--- config.mk ---
export PLATFORM = sky130hd
export DESIGN_NAME = pipe_hazard_ctrl
export DESIGN_NICKNAME = d
export VERILOG_FILES = /design/src/rtl/pipe_hazard_ctrl.sv
export SDC_FILE = /design/constraint.sdc
export NUM_CORES = 1
export LEC_CHECK = 0
export CAP_MARGIN = 20
export CORE_UTILIZATION = 35
export DETAILED_ROUTE_END_ITERATION = 7
export GPL_ROUTABILITY_DRIVEN = 0
export PLACE_DENSITY = 0.72
export SLEW_MARGIN = 20
export SYNTH_ARGS = -nofsm -noshare
export SYNTH_HDL_FRONTEND = slang
export SYNTH_SLANG_ARGS = --single-unit
--- constraint.sdc ---
create_clock -name clk -period 2.5 [get_ports clk]
set_input_delay 0.375 -clock clk [delete_from_list [all_inputs] [get_ports clk]]
set_output_delay 0.375 -clock clk [all_outputs]
set_load 0.005 [all_outputs]
--- src/rtl/pipe_hazard_ctrl.sv ---
// pipe_hazard_ctrl: hazard and stall controller for a classic 5-stage pipeline.
// Detects load-use hazards, handles taken-branch flushes, instruction-fetch
// misses and data-memory wait states, and raises a sticky timeout when the
// data memory stays busy too long. Also counts PC-stall cycles.
module pipe_hazard_ctrl #(
  parameter int unsigned WAIT_MAX = 255,
  parameter int unsigned CNT_W    = 16
) (
  input  logic             clk,
  input  logic             rst_n,
  input  logic [31:0]      instr_id,
  input  logic             idex_memread,
  input  logic [4:0]       idex_rt,
  input  logic             branch_taken,
  input  logic             imem_ready,
  input  logic             dmem_busy,
  output logic             pc_we,
  output logic             ifid_we,
  output logic             ifid_flush,
  output logic             idex_bubble,
  output logic             pipe_freeze,
  output logic             timeout_err,
  output logic [CNT_W-1:0] stall_count,
  output logic [1:0]       state
);

  // Wait counter just wide enough to hold WAIT_MAX.
  localparam int unsigned           WCNT_W   = $clog2(WAIT_MAX + 1);
  localparam logic [WCNT_W-1:0]     WAIT_LIM = WCNT_W'(WAIT_MAX);
  localparam logic [CNT_W-1:0]      CNT_SAT  = '1;

  typedef enum logic [1:0] {
    ST_RUN      = 2'd0,
    ST_MEM_WAIT = 2'd1,
    ST_HALT     = 2'd2,
    ST_BAD      = 2'd3
  } state_e;

  state_e              state_q, state_d;
  logic [WCNT_W-1:0]   wait_cnt_q, wait_cnt_d;
  logic                timeout_q, timeout_d;
  logic [CNT_W-1:0]    stall_count_q, stall_count_d;

  // Decoded fields of the instruction sitting in IF/ID.
  logic [5:0] opcode;
  logic [4:0] rs_field;
  logic [4:0] rt_field;
  logic       rt_is_source;
  logic       lu;

  // The immediate/function bits never take part in hazard detection.
  logic unused_instr_bits;
  assign unused_instr_bits = ^instr_id[15:0];

  assign opcode   = instr_id[31:26];
  assign rs_field = instr_id[25:21];
  assign rt_field = instr_id[20:16];

  // rt is only read as a source by R-type, beq, bne and sw.
  assign rt_is_source = (opcode == 6'h00) || (opcode == 6'h04) ||
                        (opcode == 6'h05) || (opcode == 6'h2B);

  // Load-use hazard: the load in ID/EX writes a register the ID instruction reads.
  // Register 0 is hard-wired, so a load into it never creates a dependency.
  assign lu = idex_memread && (idex_rt != 5'd0) &&
              ((idex_rt == rs_field) || ((idex_rt == rt_field) && rt_is_source));

  // Next-state and pipeline-control decode.
  always_comb begin
    // NOTE: every signal written here gets a default first so no path leaves
    // a value unassigned; a missing default would infer a latch.
    state_d     = state_q;
    wait_cnt_d  = wait_cnt_q;
    timeout_d   = timeout_q;
    pc_we       = 1'b0;
    ifid_we     = 1'b0;
    ifid_flush  = 1'b0;
    idex_bubble = 1'b0;
    pipe_freeze = 1'b0;

    case (state_q)
      ST_RUN: begin
        wait_cnt_d = '0;
        if (branch_taken) begin
          // Redirect fetch and squash the two wrong-path instructions.
          pc_we       = 1'b1;
          ifid_we     = 1'b1;
          ifid_flush  = 1'b1;
          idex_bubble = 1'b1;
        end else if (dmem_busy) begin
          pipe_freeze = 1'b1;
          state_d     = ST_MEM_WAIT;
          wait_cnt_d  = WCNT_W'(1);
        end else if (lu) begin
          // Hold PC and IF/ID one cycle, insert a bubble behind the load.
          idex_bubble = 1'b1;
        end else if (!imem_ready) begin
          // Fetch miss: keep PC, feed a NOP into IF/ID.
          ifid_we    = 1'b1;
          ifid_flush = 1'b1;
        end else begin
          pc_we   = 1'b1;
          ifid_we = 1'b1;
        end
      end

      ST_MEM_WAIT: begin
        // Moore outputs: everything frozen; branches and hazards held in the
        // frozen stages are re-evaluated once back in RUN.
        pipe_freeze = 1'b1;
        if (!dmem_busy) begin
          state_d    = ST_RUN;
          wait_cnt_d = '0;
        end else if (wait_cnt_q == WAIT_LIM) begin
          state_d   = ST_HALT;
          timeout_d = 1'b1;
        end else begin
          wait_cnt_d = wait_cnt_q + WCNT_W'(1);
        end
      end

      ST_HALT: begin
        // Only reset leaves HALT.
        pipe_freeze = 1'b1;
        timeout_d   = 1'b1;
      end

      default: begin
        // Unreachable encoding: freeze and recover to RUN.
        pipe_freeze = 1'b1;
        state_d     = ST_RUN;
        wait_cnt_d  = '0;
      end
    endcase

    // While reset is held the pipeline is fed NOPs and bubbles.
    if (!rst_n) begin
      pc_we       = 1'b0;
      ifid_we     = 1'b0;
      ifid_flush  = 1'b1;
      idex_bubble = 1'b1;
      pipe_freeze = 1'b0;
    end
  end

  // Saturating count of cycles in which the PC is held (HALT excluded).
  always_comb begin
    stall_count_d = stall_count_q;
    if (!pc_we && (state_q != ST_HALT) && (stall_count_q != CNT_SAT)) begin
      stall_count_d = stall_count_q + CNT_W'(1);
    end
  end

  // State, wait counter, timeout flag and stall counter registers.
  always_ff @(posedge clk or negedge rst_n) begin
    if (!rst_n) begin
      state_q       <= ST_RUN;
      wait_cnt_q    <= '0;
      timeout_q     <= 1'b0;
      stall_count_q <= '0;
    end else begin
      // NOTE: non-blocking assignments so all registers update from the
      // same pre-edge values, independent of statement order.
      state_q       <= state_d;
      wait_cnt_q    <= wait_cnt_d;
      timeout_q     <= timeout_d;
      stall_count_q <= stall_count_d;
    end
  end

  assign state       = state_q;
  assign timeout_err = timeout_q;
  assign stall_count = stall_count_q;

endmodule
* Word-level counts from Yosys, hierarchy flattened
Cells that the tools add are included.
** Cells by class
- Add/sub/neg operators :: 2
- Equality and inequality tests :: 16
- Multiplexer cells :: 39
- Bitwise operators :: 1
- Reductions and logical operators :: 17
** Operators by type and width (number)
- 2-to-1 mux 1 bit :: 30
- case mux 8 bit (3 select lines) :: 1
- adder 16 x 1 -> 16 bit, second input constant :: 1
- 2-to-1 mux 8 bit :: 2
- != test 16 bit, second input constant :: 1
- equality test 6 x 3 -> 1 bit, second input constant :: 2
- equality test 5 bit :: 2
- != test 2 bit, second input constant :: 5
- adder 8 x 1 -> 8 bit, second input constant :: 1
- equality test 8 bit, second input constant :: 1
- 2-to-1 mux 2 bit :: 4
- equality test 6 bit, second input constant :: 1
- logical NOT 6 bit :: 1
- != test 3 bit, second input constant :: 2
- case mux 2 bit (3 select lines) :: 1
- logical AND 1 bit :: 5
- nonzero test 5 bit :: 1
- logical OR 1 bit :: 4
- AND reduction 4 bit :: 1
- AND reduction 3 bit :: 1
- equality test 2 x 1 -> 1 bit, second input constant :: 1
- equality test 2 bit, second input constant :: 1
- logical NOT 2 bit :: 1
- case mux 1 bit (2 select lines) :: 1
- other kinds (4) :: 4
** Storage, ports and cells
- Register bits after elaboration :: 27
- Input bits :: 43
- Output and inout bits :: 24
- Logic and storage cells :: 79

* Longest topological paths before layout
- Word-level depth :: 15
- Depth in mapped cells :: 8
- Depth with buffers taken out :: 7

* Worst setup path before layout
Ideal clock, no wire load.
- Path type :: input to output
- Start point :: input idex_rt[1]
- End point :: output ifid_flush
- Arrival time :: 1.669 ns
- Data required time :: 2.125 ns
- Path slack :: 0.456 ns
- Stages :: 6
- Buffers on the path :: 0
- Cells stage by stage :: or4_1 -> o21ai_2 -> nand4b_4 -> nand2_1 -> or2_1 -> a31oi_1
** Between the ends
- Cells in the longest elaborated chain, start to end :: 9
- Elaborated cells on any way between the ends :: 12
- Those cells by class :: eq/ne (2); mux (5); reduce/logical (5)
** Ends and longest elaborated chain
- start, declared :: line 13 : input logic [4:0] idex_rt,
- equality test 5 bit :: line 66 : ((idex_rt == rs_field) || ((idex_rt == rt_field) && rt_is_source));
- logical AND 1 bit :: line 66
- logical OR 1 bit :: line 66
- logical AND 1 bit * :: line 65 : assign lu = idex_memread && (idex_rt != 5'd0) &&
- 2-to-1 mux 1 bit * :: line 94 : end else if (lu) begin
- 2-to-1 mux 1 bit * :: line 90 : end else if (dmem_busy) begin
- 2-to-1 mux 1 bit * :: line 84 : if (branch_taken) begin
- 2-to-1 mux 1 bit * :: line 81 : case (state_q)
- 2-to-1 mux 1 bit * :: line 137 : if (!rst_n) begin
- end, declared :: line 19 : output logic ifid_flush,
Mark *: on every way between the ends. The rest lies on a longest branch, timed or not.

* Worst setup path in the final report
- Start point :: input instr_id[31]
- End point :: output idex_bubble
** Between the ends
- Cells in the longest elaborated chain, start to end :: 12
- Elaborated cells on any way between the ends :: 15
- Those cells by class :: eq/ne (3); mux (5); reduce/logical (7)
** Ends and longest elaborated chain
- start, declared :: line 11 : input logic [31:0] instr_id,
- equality test 6 x 3 -> 1 bit / logical NOT 6 bit (equally long branches) :: line 60 : assign rt_is_source = (opcode == 6'h00) || (opcode == 6'h04) ||
- logical OR 1 bit (2 in series) :: line 60
- logical OR 1 bit * :: line 61 : (opcode == 6'h05) || (opcode == 6'h2B);
- logical AND 1 bit * :: line 66
- logical OR 1 bit * :: line 66
- logical AND 1 bit * :: line 65
- 2-to-1 mux 1 bit * :: line 94
- 2-to-1 mux 1 bit * :: line 90
- 2-to-1 mux 1 bit * :: line 84
- 2-to-1 mux 1 bit * :: line 81
- 2-to-1 mux 1 bit * :: line 137
- end, declared :: line 20 : output logic idex_bubble,
Marked as above.

==> metrics.cfg <==
[final_layout]
area_growth_pct = 46.0
drive_gt1_share_pct = 17.0
layout.cell_area.non_filler_sq_mm = 0.00238
final_core_util_pct = 53.9
fin_nets = 281
final_cells = 287
antenna_diode_count = 0
layout.filler_cells = 409

[timing]
post-route-period-util_pct = 96.9
slew_viol_final = 0
grt_setup_unrepaired = false
fmax_mhz = 413
final-setup-viol-count = 0
worst_hold_slack_ns = 0.476
period_minus_slack_ns = 2.42
worst_slew_pin_slew_ns = 0.445
timing.max_slew.rel_slack_pct = 70.3
setup_slack_ns = 0.0773
clock-skew-final_ns = 0.00227
finalHoldViolations = 0

[place]
dpl.hpwl_microns = 2840
dpl_worst_slack_ns = -0.524
place.detailed.instances = 280
dpl-instance-area_sq_mm = 0.00227
port_buffers = 50

[flow_run]
max_cap_violations = 0

[global_route]
groute.usage.overall_pct = 15.5
antenna_violations_before_repair = 0
grt_pass1_wl_microns = 6290
grt_start_max_net_pins = 28
grt_pass1_vias = 1426
gr-total-overflow = 0

[floorplan]
initial_utilization_pct = 36.9
dieArea_sq_mm = 0.00493
io_pins = 67
placeableCoreArea_sq_mm = 0.00441
core.rowCount = 24
die_width_microns = 70.2
floorplan.die.height_microns = 70.2

[power_and_ir_drop]
p_sw_w = 0.000346
maximum_vdd_drop_mv = 0.451
power_density_mw_per_mm2 = 503
internal_power_w = 0.000851
clock_power_share_pct = 20.6
seq_power_share_pct = 47.2
power.share.combinational_pct = 32.1
power_leakage_nw = 0.998
p_sw_share_pct = 28.9

[logic_synthesis]
syn_inst = 168
synth_seq_area_share_pct = 41.5
mappedNetlistNets = 213
synthFlopType = sky130_fd_sc_hd__dfrtp_1
post_synth_instance_area_sq_mm = 0.00163
ys_seq_elements = 27
postSynthAreaPerCell_sq_um = 9.70
synth_warnings = 0
synth.distinct_cells = 44
synth-edff-count = 0
ys_async_sr_fraction_pct = 100

[worst_setup_path]
cp_slowest_cell = sky130_fd_sc_hd__clkdlybuf4s50_1
cpLargestDelayFamily = buffers and inverters
critPathLaunchType = primary input
crit_arrival_ns = 2.05
critical_path_required_ns = 2.12
r2r_setup_slack_ns = 0.55
path_buf_inv = 3
cp_slowest_stage_delay_ns = 0.42
criticalPathCategory = primary input to primary output
critical_path_peak_fanout = 2
crit_chain = clkdlybuf4s50_1, or3_4, mux2i_4, nand4b_4, buf_6, a21oi_2, o21ai_1, nand2_1, buf_2
endpoint_kind = primary output

[cts]
clk_latency_ns = 0.27
tritoncts_clock_tree = done
clock-sinks = 27
clkTransAtPathRegs_ns = 0.09
ctsRootBufferMaster = sky130_fd_sc_hd__clkbuf_8
cts_buffers = 3
clockBufferDepth = 2
htree_num_levels = 1

[route]
viasPerCell = 5.15
drt_pass1_iterations = 4
detail-route-antenna-nets = 0
drcViolationCount = 0
drt_iter0_drc = 36
route.vias.total = 1479
route.detailed.wl_per_inst_microns = 13.3
wirelength_microns = 3810

[status]
run_status = completed

[min_path]
hold_class = register to register

-- power by group through the flow --
| stage | registers [W] | clock network (W) | logic (W) |
|---|---|---|---|
| after floorplan | 0.000567 | 0 | 0.000167 |
| after global placement | 0.000574 | 0 | 0.000382 |
| after detailed placement | 0.000571 | 0 | 0.000387 |
| after CTS | 0.000566 | 0.000257 | 0.000386 |
| after global routing | 0.000580 | 0.000271 | 0.000429 |
| final | 0.000565 | 0.000247 | 0.000385 |
-- metal layers --
layer / routed length [microns] / GRT usage (%) / up-vias
li1: - / - / 735
met1: 1790 / 20.6 / 709
met2: 1850 / 26.1 / 31
met3: 134 / 3.32 / 4
met4: 33 / 3.11 / 0
met5: 0 / 0 / -
-- final timing paths --
| check | from | end | cells after the start |
|---|---|---|---|
| max reg2reg | stall_count[0] | stall_count[1] | 7 |
| min reg2reg | timeout_err | timeout_err | 1 |
| max in group asynchronous | rst_n | stall_count[7] | 2 |
| min | timeout_err | timeout_err | 1 |
| min in group asynchronous | rst_n | state[0] | 2 |
| max | instr_id[31] | idex_bubble | 9 |
-- cells in the mapped netlist, drive strengths merged (3+ instances only) --
cell	number	area, sq um
dfrtp	27	676
o21ai	8	43.8
nand4	10	83.8
nand2	13	48.8
and3	4	25.0
nand2b	4	25.0
nand3	15	85.1
nor3	3	15.0
or3	4	25.0
xor2	9	78.8
a21oi	8	40.0
xnor2	18	158
nor2	11	41.3
inv	3	11.3
buf	3	21.3
-- logic make-up after synthesis --
| logic type | count (synthesis) | share of synthesized area [%] |
|---|---|---|
| AND/OR/NAND/NOR | 76 | 27.8 |
| AO/OA/AOI/OAI | 26 | 10.5 |
| adder cells (fa/ha/maj) | 2 | 1.54 |
| buffers and inverters | 7 | 2.23 |
| XOR/XNOR | 27 | 14.5 |
| flip-flops | 27 | 41.5 |
| multiplexers | 3 | 1.92 |
-- through the flow --
step	setup TNS, ns	total power [W]
finish	0	0.00120
global route	0	0.00128
detailed placement	-1.83	0.000958
CTS	-0.00353	0.00121
global placement	-1.74	0.000955
floorplan	0	0.000734
-- placed cells by master (no fill, tap or decap), drive strengths merged, types with 2 or more instances in the layout --
| cell type | instances |
|---|---|
| clkdlybuf4s50 | 38 |
| dfrtp | 27 |
| buf | 20 |
| xnor2 | 18 |
| nand3 | 15 |
| nand2 | 13 |
| nor2 | 11 |
| nand4 | 10 |
| xor2 | 9 |
| a21oi | 8 |
| o21ai | 8 |
| clkbuf | 5 |
| nand2b | 4 |
| and3 | 4 |
| dlygate4sd2 | 4 |
| or3 | 4 |
| inv | 3 |
| nor3 | 3 |
| dlymetal6s2s | 3 |
| or4 | 2 |
| nor2b | 2 |
| nand3b | 2 |
| ha | 2 |
| mux2i | 2 |
| nand4b | 2 |
| or2 | 2 |
-- sequential cells by signal (all words and copies together), names as in the netlist --
name and count:
timeout_err 1, state 2, wait_cnt_q 8, stall_count 16
-- what timing repair did --
action | CTS | global route
resized for setup | 24 | 12
hold buffers | 0 | 0
pin swaps | 4 | 5
buffers inserted | 3 | 0
setup endpoints to repair | 4 | 4
-- layout make-up --
type                       instances  area [sq um]  area share [%]
tap                               52          65.1            2.74
multi-input combinational        134           963            40.5
inverter                           3          11.3           0.473
sequential                        27           676            28.4
timing repair buffer              67           618            26.0
clock buffer                       4          45.0            1.89
Power figures use the tool's default switching activity.
